===== config.mk =====
export PLATFORM = sky130hd
export DESIGN_NAME = gcm_block_framer
export DESIGN_NICKNAME = d
export VERILOG_FILES = /design/src/rtl/gcm_pkg.sv /design/src/rtl/gcm_block_framer.sv
export SDC_FILE = /design/constraint.sdc
export NUM_CORES = 1
export LEC_CHECK = 0
export ABC_AREA = 1
export CELL_PAD_IN_SITES_DETAIL_PLACEMENT = 1
export CELL_PAD_IN_SITES_GLOBAL_PLACEMENT = 1
export CORE_MARGIN = 5
export CORE_UTILIZATION = 38
export DETAILED_ROUTE_END_ITERATION = 16
export GPL_TIMING_DRIVEN = 1
export PLACE_DENSITY_LB_ADDON = 0.25
export SLEW_MARGIN = 20
export SYNTH_ARGS = -nofsm -noshare
export SYNTH_HDL_FRONTEND = slang
export SYNTH_SLANG_ARGS = --single-unit

===== constraint.sdc =====
create_clock -name clk -period 3.6 [get_ports clk]
set_input_delay 0.72 -clock clk [delete_from_list [all_inputs] [get_ports clk]]
set_output_delay 0.72 -clock clk [all_outputs]
set_load 0.05 [all_outputs]

===== src/rtl/gcm_pkg.sv =====
// Shared AES-GCM definitions: block geometry, block type, byte-order helper and the
// state encoding used by the input block framer.
package gcm_pkg;

  localparam int unsigned GCM_BLOCK_W     = 128;
  localparam int unsigned GCM_BLOCK_BYTES = 16;
  localparam int unsigned GCM_LEN_W       = 64;

  typedef logic [GCM_BLOCK_W-1:0] gcm_block_t;

  typedef enum logic {
    StIdle = 1'b0,
    StMsg  = 1'b1
  } gcm_framer_state_e;

  // Reverse the 16 bytes of a block (byte 0 <-> byte 15).
  function automatic gcm_block_t gcm_byte_swap(gcm_block_t blk);
    gcm_block_t res;
    for (int unsigned i = 0; i < GCM_BLOCK_BYTES; i++) begin
      res[8*i +: 8] = blk[8*(GCM_BLOCK_BYTES-1-i) +: 8];
    end
    return res;
  endfunction

endpackage


===== src/rtl/gcm_block_framer.sv =====
// Input framer for the AES-GCM engine. Packs a message arriving as IN_BYTES-wide beats
// into 128-bit blocks (zero-padded tail, optional byte reversal) and tags each block with
// new/last flags, valid byte count, per-message side-band field and running bit length.
//
// Ports:
//   clk, reset            clock, asynchronous active-low reset
//   i_valid/o_ready       input beat handshake
//   i_data, i_nbytes      beat data (byte 0 in [7:0]), valid bytes on last beat (0 = full)
//   i_last, i_bypass      end-of-message marker, side-band field (first beat only)
//   o_valid/i_ready       output block handshake
//   o_block, o_new, o_last, o_nbytes, o_bypass, o_len_bits   block and its tags
module gcm_block_framer
  import gcm_pkg::*;
#(
  parameter int unsigned IN_BYTES  = 16,
  parameter bit          BYTE_SWAP = 1'b1,
  parameter int unsigned BYPASS_W  = 161,
  parameter int unsigned NB_W      = $clog2(IN_BYTES) + 1
) (
  input  logic                  clk,
  input  logic                  reset,
  input  logic                  i_valid,
  output logic                  o_ready,
  input  logic [8*IN_BYTES-1:0] i_data,
  input  logic [NB_W-1:0]       i_nbytes,
  input  logic                  i_last,
  input  logic [BYPASS_W-1:0]   i_bypass,
  output logic                  o_valid,
  input  logic                  i_ready,
  output logic [127:0]          o_block,
  output logic                  o_new,
  output logic                  o_last,
  output logic [4:0]            o_nbytes,
  output logic [BYPASS_W-1:0]   o_bypass,
  output logic [63:0]           o_len_bits
);

  localparam int unsigned BEATS = GCM_BLOCK_BYTES / IN_BYTES;
  localparam int unsigned IDX_W = (BEATS > 1) ? $clog2(BEATS) : 1;
  localparam int unsigned CNT_W = GCM_LEN_W - 3;

  if (IN_BYTES == 0 || IN_BYTES > GCM_BLOCK_BYTES || (GCM_BLOCK_BYTES % IN_BYTES) != 0)
  begin : g_bad_in_bytes
    $error("gcm_block_framer: IN_BYTES must divide 16");
  end

  gcm_framer_state_e   state_q, state_d;
  logic [IDX_W-1:0]    idx_q, idx_d;
  gcm_block_t          acc_q, acc_d;
  logic [CNT_W-1:0]    cnt_q, cnt_d;
  logic                new_pend_q, new_pend_d;
  logic [BYPASS_W-1:0] byp_msg_q, byp_msg_d;

  logic                valid_q;
  gcm_block_t          block_q;
  logic                new_q, last_q;
  logic [4:0]          nbytes_q;
  logic [BYPASS_W-1:0] bypass_q;
  logic [63:0]         len_q;

  logic             accept, first_beat, complete, load, blk_new;
  logic [4:0]       nb_eff, blk_nbytes;
  logic [CNT_W-1:0] cnt_sum;
  gcm_block_t       merged;

  assign o_ready    = reset && (!valid_q || i_ready);
  assign accept     = i_valid && o_ready;
  assign first_beat = (state_q == StIdle);
  assign complete   = i_last || (idx_q == IDX_W'(BEATS - 1));
  assign load       = accept && complete;
  // A block opens a message if its first beat is the current one or was seen earlier.
  assign blk_new    = first_beat || new_pend_q;

  assign nb_eff     = (i_last && i_nbytes != '0) ? 5'(i_nbytes) : 5'(IN_BYTES);
  assign blk_nbytes = i_last ? 5'(32'(idx_q) * IN_BYTES) + nb_eff : 5'd16;
  assign cnt_sum    = (first_beat ? '0 : cnt_q) + CNT_W'(nb_eff);

  // Accumulator plus current beat in message order (byte 0 in [7:0]); bytes past the
  // valid count stay zero because the accumulator is cleared after every block.
  always_comb begin
    merged = acc_q;
    for (int unsigned j = 0; j < IN_BYTES; j++) begin
      if (j < 32'(nb_eff)) begin
        merged[(32'(idx_q) * IN_BYTES + j) * 8 +: 8] = i_data[j*8 +: 8];
      end
    end
  end

  always_comb begin
    state_d    = state_q;
    idx_d      = idx_q;
    acc_d      = acc_q;
    cnt_d      = cnt_q;
    new_pend_d = new_pend_q;
    byp_msg_d  = byp_msg_q;
    if (accept) begin
      state_d = i_last ? StIdle : StMsg;
      cnt_d   = i_last ? '0 : cnt_sum;
      if (first_beat) begin
        byp_msg_d = i_bypass;
      end
      if (complete) begin
        idx_d      = '0;
        acc_d      = '0;
        new_pend_d = 1'b0;
      end else begin
        idx_d = idx_q + IDX_W'(1);
        acc_d = merged;
        if (first_beat) begin
          new_pend_d = 1'b1;
        end
      end
    end
  end

  always_ff @(posedge clk or negedge reset) begin
    if (!reset) begin
      state_q    <= StIdle;
      idx_q      <= '0;
      acc_q      <= '0;
      cnt_q      <= '0;
      new_pend_q <= 1'b0;
      byp_msg_q  <= '0;
    end else begin
      state_q    <= state_d;
      idx_q      <= idx_d;
      acc_q      <= acc_d;
      cnt_q      <= cnt_d;
      new_pend_q <= new_pend_d;
      byp_msg_q  <= byp_msg_d;
    end
  end

  // Output register: loads only when a beat completes a block; o_ready guarantees the
  // previous block has been (or is being) consumed, so a load never overwrites a held block.
  always_ff @(posedge clk or negedge reset) begin
    if (!reset) begin
      valid_q  <= 1'b0;
      block_q  <= '0;
      new_q    <= 1'b0;
      last_q   <= 1'b0;
      nbytes_q <= '0;
      bypass_q <= '0;
      len_q    <= '0;
    end else if (load) begin
      valid_q  <= 1'b1;
      block_q  <= BYTE_SWAP ? gcm_byte_swap(merged) : merged;
      new_q    <= blk_new;
      last_q   <= i_last;
      nbytes_q <= blk_nbytes;
      if (blk_new) begin
        bypass_q <= first_beat ? i_bypass : byp_msg_q;
      end
      if (i_last) begin
        len_q <= {cnt_sum, 3'b000};
      end
    end else if (i_ready) begin
      valid_q <= 1'b0;
    end
  end

  assign o_valid    = valid_q;
  assign o_block    = block_q;
  assign o_new      = new_q;
  assign o_last     = last_q;
  assign o_nbytes   = nbytes_q;
  assign o_bypass   = bypass_q;
  assign o_len_bits = len_q;

endmodule

Word-level counts from Yosys, hierarchy flattened
Cells that the tools add are included.
Storage, ports and cells
  output and inout port bits: 362
  flip-flop bits (word level): 711
Operators by class
  shift-type cells: 32
  $add $sub $neg: 34
  equality and inequality tests: 1
  bitwise gates (word level): 2
  magnitude comparators: 16
  reductions and logical operators: 13
  multiplexer cells: 44
Operators by type and width (number)
  128-bit two-way mux: 17
  128-bit bitwise mux: 16
  8-bit by 34-bit variable shift with 128-bit output, first input constant: 16
  8-bit by 34-bit indexed part select with 128-bit output: 16
  9-bit negation with 34-bit output: 15
  161-bit two-way mux: 1
  61-bit two-way mux: 2
  61-bit by 5-bit adder with 61-bit output: 1
  5-bit by 4-bit adder with 6-bit output, second input constant: 8
  4-bit by 5-bit < comparator with 1-bit output, first input constant: 8
  8-bit negation with 34-bit output: 1
  5-bit by 3-bit adder with 6-bit output, second input constant: 4
  3-bit by 5-bit < comparator with 1-bit output, first input constant: 4
  5-bit by 2-bit adder with 6-bit output, second input constant: 2
  1-bit by 5-bit < comparator with 1-bit output, first input constant: 2
  2-bit by 5-bit < comparator with 1-bit output, first input constant: 2
  5-bit two-way mux: 2
  5-bit by 1-bit adder with 6-bit output, second input constant: 1
  1-bit two-way mux: 6
  2-bit AND reduction: 3
  5-bit adder: 1
  5-bit nonzero test: 1
  1-bit logical AND: 4
  1-bit logical OR: 3
  5 further kinds: 6

Logic depth before layout (Yosys ltp)
  depth after elaboration: 36
  depth in mapped cells: 20
  mapped depth without buffers: 18

Worst setup path after synthesis
No wires, ideal clock.
  path kind: input -> register
  from: input port i_nbytes[0]
  to: register len_q[61] (netlist: o_len_bits[61])
  stages: 17
  arrival time: 2554 ps
  library setup time: 118 ps
  slack: 928 ps
  cell sequence: nor2_1 -> nand2_2 -> o21ai_1 -> nor2_4 -> ha_1 -> inv_1 -> fa_1 -> inv_1 -> nand3_1 -> nand3_2 -> nand2_2 -> nor2_2 -> nand2_1 -> o21bai_1 -> nand2_1 -> nand2_1 -> nand2_1
On the way
  cells in the longest elaborated chain, start to end: 4
Ends and longest elaborated chain
  start: declaration: line gcm_block_framer.sv:25  | input logic [NB_W-1:0] i_nbytes,
  5-bit nonzero test: line gcm_block_framer.sv:74  | assign nb_eff = (i_last && i_nbytes != '0) ? 5'(i_nbytes) : 5'(IN_BYTES);
  1-bit logical AND: line gcm_block_framer.sv:74
  5-bit two-way mux *: line gcm_block_framer.sv:74
  61-bit by 5-bit adder with 61-bit output *: line gcm_block_framer.sv:76  | assign cnt_sum = (first_beat ? '0 : cnt_q) + CNT_W'(nb_eff);
  end signal: assignment: line gcm_block_framer.sv:155  | len_q <= {cnt_sum, 3'b000};
  end: declaration: line gcm_block_framer.sv:59  | logic [63:0] len_q;
Every way passes the cells marked *; elsewhere a longest branch is shown, timed or not.
A chain may end at the register's enable or synchronous reset.

Final worst setup path
  from: input port i_nbytes[3]
  to: register len_q[61] (netlist: o_len_bits[61])
The elaborated chain is that of the path after synthesis.

==> results.toml <==
[yosys]
avgSynthCellArea_um2 = 8.02
synth-edff-count = 0
syn-instance-count = 4007
ys_seq_area_share_pct = 55.3
synth.cell_area_um2 = 32200
async_flop_share_pct = 100
synth_top_area_share_pct = 55.3
synth_flop_cell = "dfrtp_1"
ys_types = 49
yosysTopAreaCell = "dfrtp_1"
netlist_top_cells_area = "dfrtp_1 (55%), nand2_1 (18%), o21ai_0 (7.6%)"
synth_seq_cells = 711
yosys_warnings = 0

[timing]
relSlewSlack_pct = 36.0
post-route-min-period_ps = 2930
skew_ps = 23.2
maxSlewViolCount = 0
fin_tns_setup_ps = 0
rsz0062_at_grt = "false"
tightest_slew_ps = 960
finalHoldViolCount = 0
fin_crit_sh_pct = 81.3
fmax_mhz = 342
setup_viol = 0

[worst_setup_path]
reg2regPathDepth = 11
critPathLaunchType = "input pin"
required_ps = 4130
critPathArrivalTime_ps = 3460
crit_fanout = 4
crit_type = "in2reg"
crit_path_end_kind = "register"

[clock_tree]
worstSkewPairLatency_ps = 640
clk_pin_slew_worst_paths_ps = 60
ctsLongestPathBuffers = 3
htree_levels = 3
cts.sinks = 711
post_cts_resized = 0
cts_tree = "done"
root_buffer = "clkbuf_16"
postCtsSetupBuffers = 0
cts_buffers = 81
hold_buffers = 0

[detailed_routing]
wl_per_cell_um = 20.7
top_layer = "met5"
drc = 0
firstDrtPassIters = 5
met1_length_um = 50900
wl_met3_um = 8610
wirelength_um = 121000
drtIter0Drc = 1747
dr_total_vias = 29500
postRouteAntennaNets = 0
viasPerCell = 5.08
wl_met2_um = 55900

[global_route]
grt_pass1_vias = 31000
grt_usage_pct = 26.1
grt_max_degree = 201
antenna_found_initial = 29
grt_first_pass_wirelength_um = 185000
gr-total-overflow = 0

[place]
placed_cells = 5654
numPortBuffers = 657
place_hpwl_um = 85400
placed_cell_area_um2 = 40100
gp_congestion = 0.936

[cells_and_area]
stdcell_count = 5813
seqCellArea_um2 = 17800
final_cell_mix = "nand2_1 (1579), dfrtp_1 (710), clkdlybuf4s50_1 (655), o21ai_0 (489), inv_1 (392)"
drive_gt1_share_pct = 5.82
areaGrowthSynthToFinish_pct = 33.0
multi_input_area_um2 = 11900
fill_cells = 9990
final_common_cell = "nand2_1"
num-nets-final = 4908
stdcell_area_um2 = 42800

[die]
die_area_um2 = 90500
ios = 661
num_rows = 106
start_util_pct = 38.4
die_w_um = 301
dieHeight_um = 301
core_area_um2 = 83800

[status]
status = "finished, final reports clean"

[job]
cap_violations = 0

[power]
ir_worst_vdd_mv = 0.456
intPower_mw = 17.4
pwr-share-clk_pct = 29.4
power.density_nw_per_um2 = 667
p_comb_share_pct = 34.1
switching_share_pct = 39.1
p_leak_nw = 20.0
switchingPower_mw = 11.2
seqPwrFrac_pct = 36.5

[hold_path]
min-delay-path-class = "in2async"
cell families (layout without fill, tap and decap cells):
group	count (synthesis)	in the layout	synth area share, %
compound gates	719	719	11.8
xor+xnor	32	32	0.895
fa+ha+maj	6	6	0.257
buf+inv	620	1271	7.68
flops	711	711	55.3
mux	8	8	0.280
other cells	1	22	0.0117
simple gates	1910	1910	23.7
metrics by stage:
stage                     setup slack (ps)  power (mW)  hold WS (ps)  util, %
after floorplan                        928        16.3           424        -
after global placement                 150        20.1           457     47.8
after detailed placement              78.8        20.3           463     47.8
after CTS                              738        28.9           220     51.0
after global routing                   499        29.9           251     51.0
final                                  673        28.5           227     51.0
routing by layer:
metal / track usage (%) / up-vias
met3: 6.67 / 231
met2: 42.1 / 815
met4: 10.4 / 24
li1: - / 13800
met5: 0 / -
met1: 33.8 / 14600
worst max-delay path: stages:
cell and delay (ps):
clkdlybuf4s50_1 520, nor2_1 70, nand2_2 70, o21ai_1 100, nor2_4 140, ha_1 190, inv_1 60, fa_1 390
inv_1 70, nand3_1 140, nand3_2 160, nand2_2 120, nor2_2 210, nand2_1 150, o21bai_1 150, nand2_1 90
nand2_1 60, nand2_1 50
registers in the layout (all words and copies together), names as in the netlist:
signal	count
o_bypass	161
o_last	1
new_pend_q	1
o_valid	1
idx_q	1
state_q	1
cnt_q	61
o_len_bits	61
o_nbytes	5
acc_q	128
o_block	128
byp_msg_q	161
o_new	1
final timing paths:
path                            slack [ps]                 from                         end
worst max-delay path                   670          i_nbytes[3]  o_len_bits[61]$_DFFE_PN0P_
worst min-delay path                   230                reset       acc_q[24]$_DFFE_PN0P_
worst max register to register         860  state_q$_DFFE_PN0P_       cnt_q[38]$_DFFE_PN0P_
worst min register to register         480    o_new$_DFFE_PN0P_           o_new$_DFFE_PN0P_
max in group asynchronous             2070                reset   byp_msg_q[10]$_DFFE_PN0P_
min in group clk                       480    o_new$_DFFE_PN0P_           o_new$_DFFE_PN0P_
cell usage after synthesis, types with 3 or more instances:
master,n
o22ai_1,88
o21ai_1,77
nand3_1,90
buf_1,9
xor2_1,27
inv_2,10
nor4_1,3
dfrtp_1,711
nand2_2,17
a21oi_1,53
clkbuf_1,147
nand3_2,5
xnor2_1,4
nor3_1,11
nand2_1,1579
or2_1,3
buf_4,10
nor3_2,5
buf_6,7
nor2_1,141
o21ai_0,489
nand4_2,3
mux2_2,8
buf_2,42
inv_1,393
nor2_2,9
ha_1,5
o21ai_2,3
nand4_1,32
power by group through the flow:
stage	combinational, mW	sequential, mW	clock, mW
floorplan	2.24	14.0	0
global placement	9.60	10.5	0
detailed placement	9.76	10.5	0
CTS	9.82	10.4	8.61
global route	10.3	10.6	8.95
finish	9.72	10.4	8.40
area by class of cell:
class | count | share of cell area [%]
Sequential cell | 711 | 41.6
Timing Repair Buffer | 726 | 17.3
Inverter | 405 | 3.61
Clock buffer | 116 | 5.30
Tap cell | 1134 | 3.32
Antenna cell | 19 | 0.111
Multi-Input combinational cell | 2678 | 27.9
Clock inverter | 24 | 0.869
No activity file was read; power rests on OpenSTA's default activity.
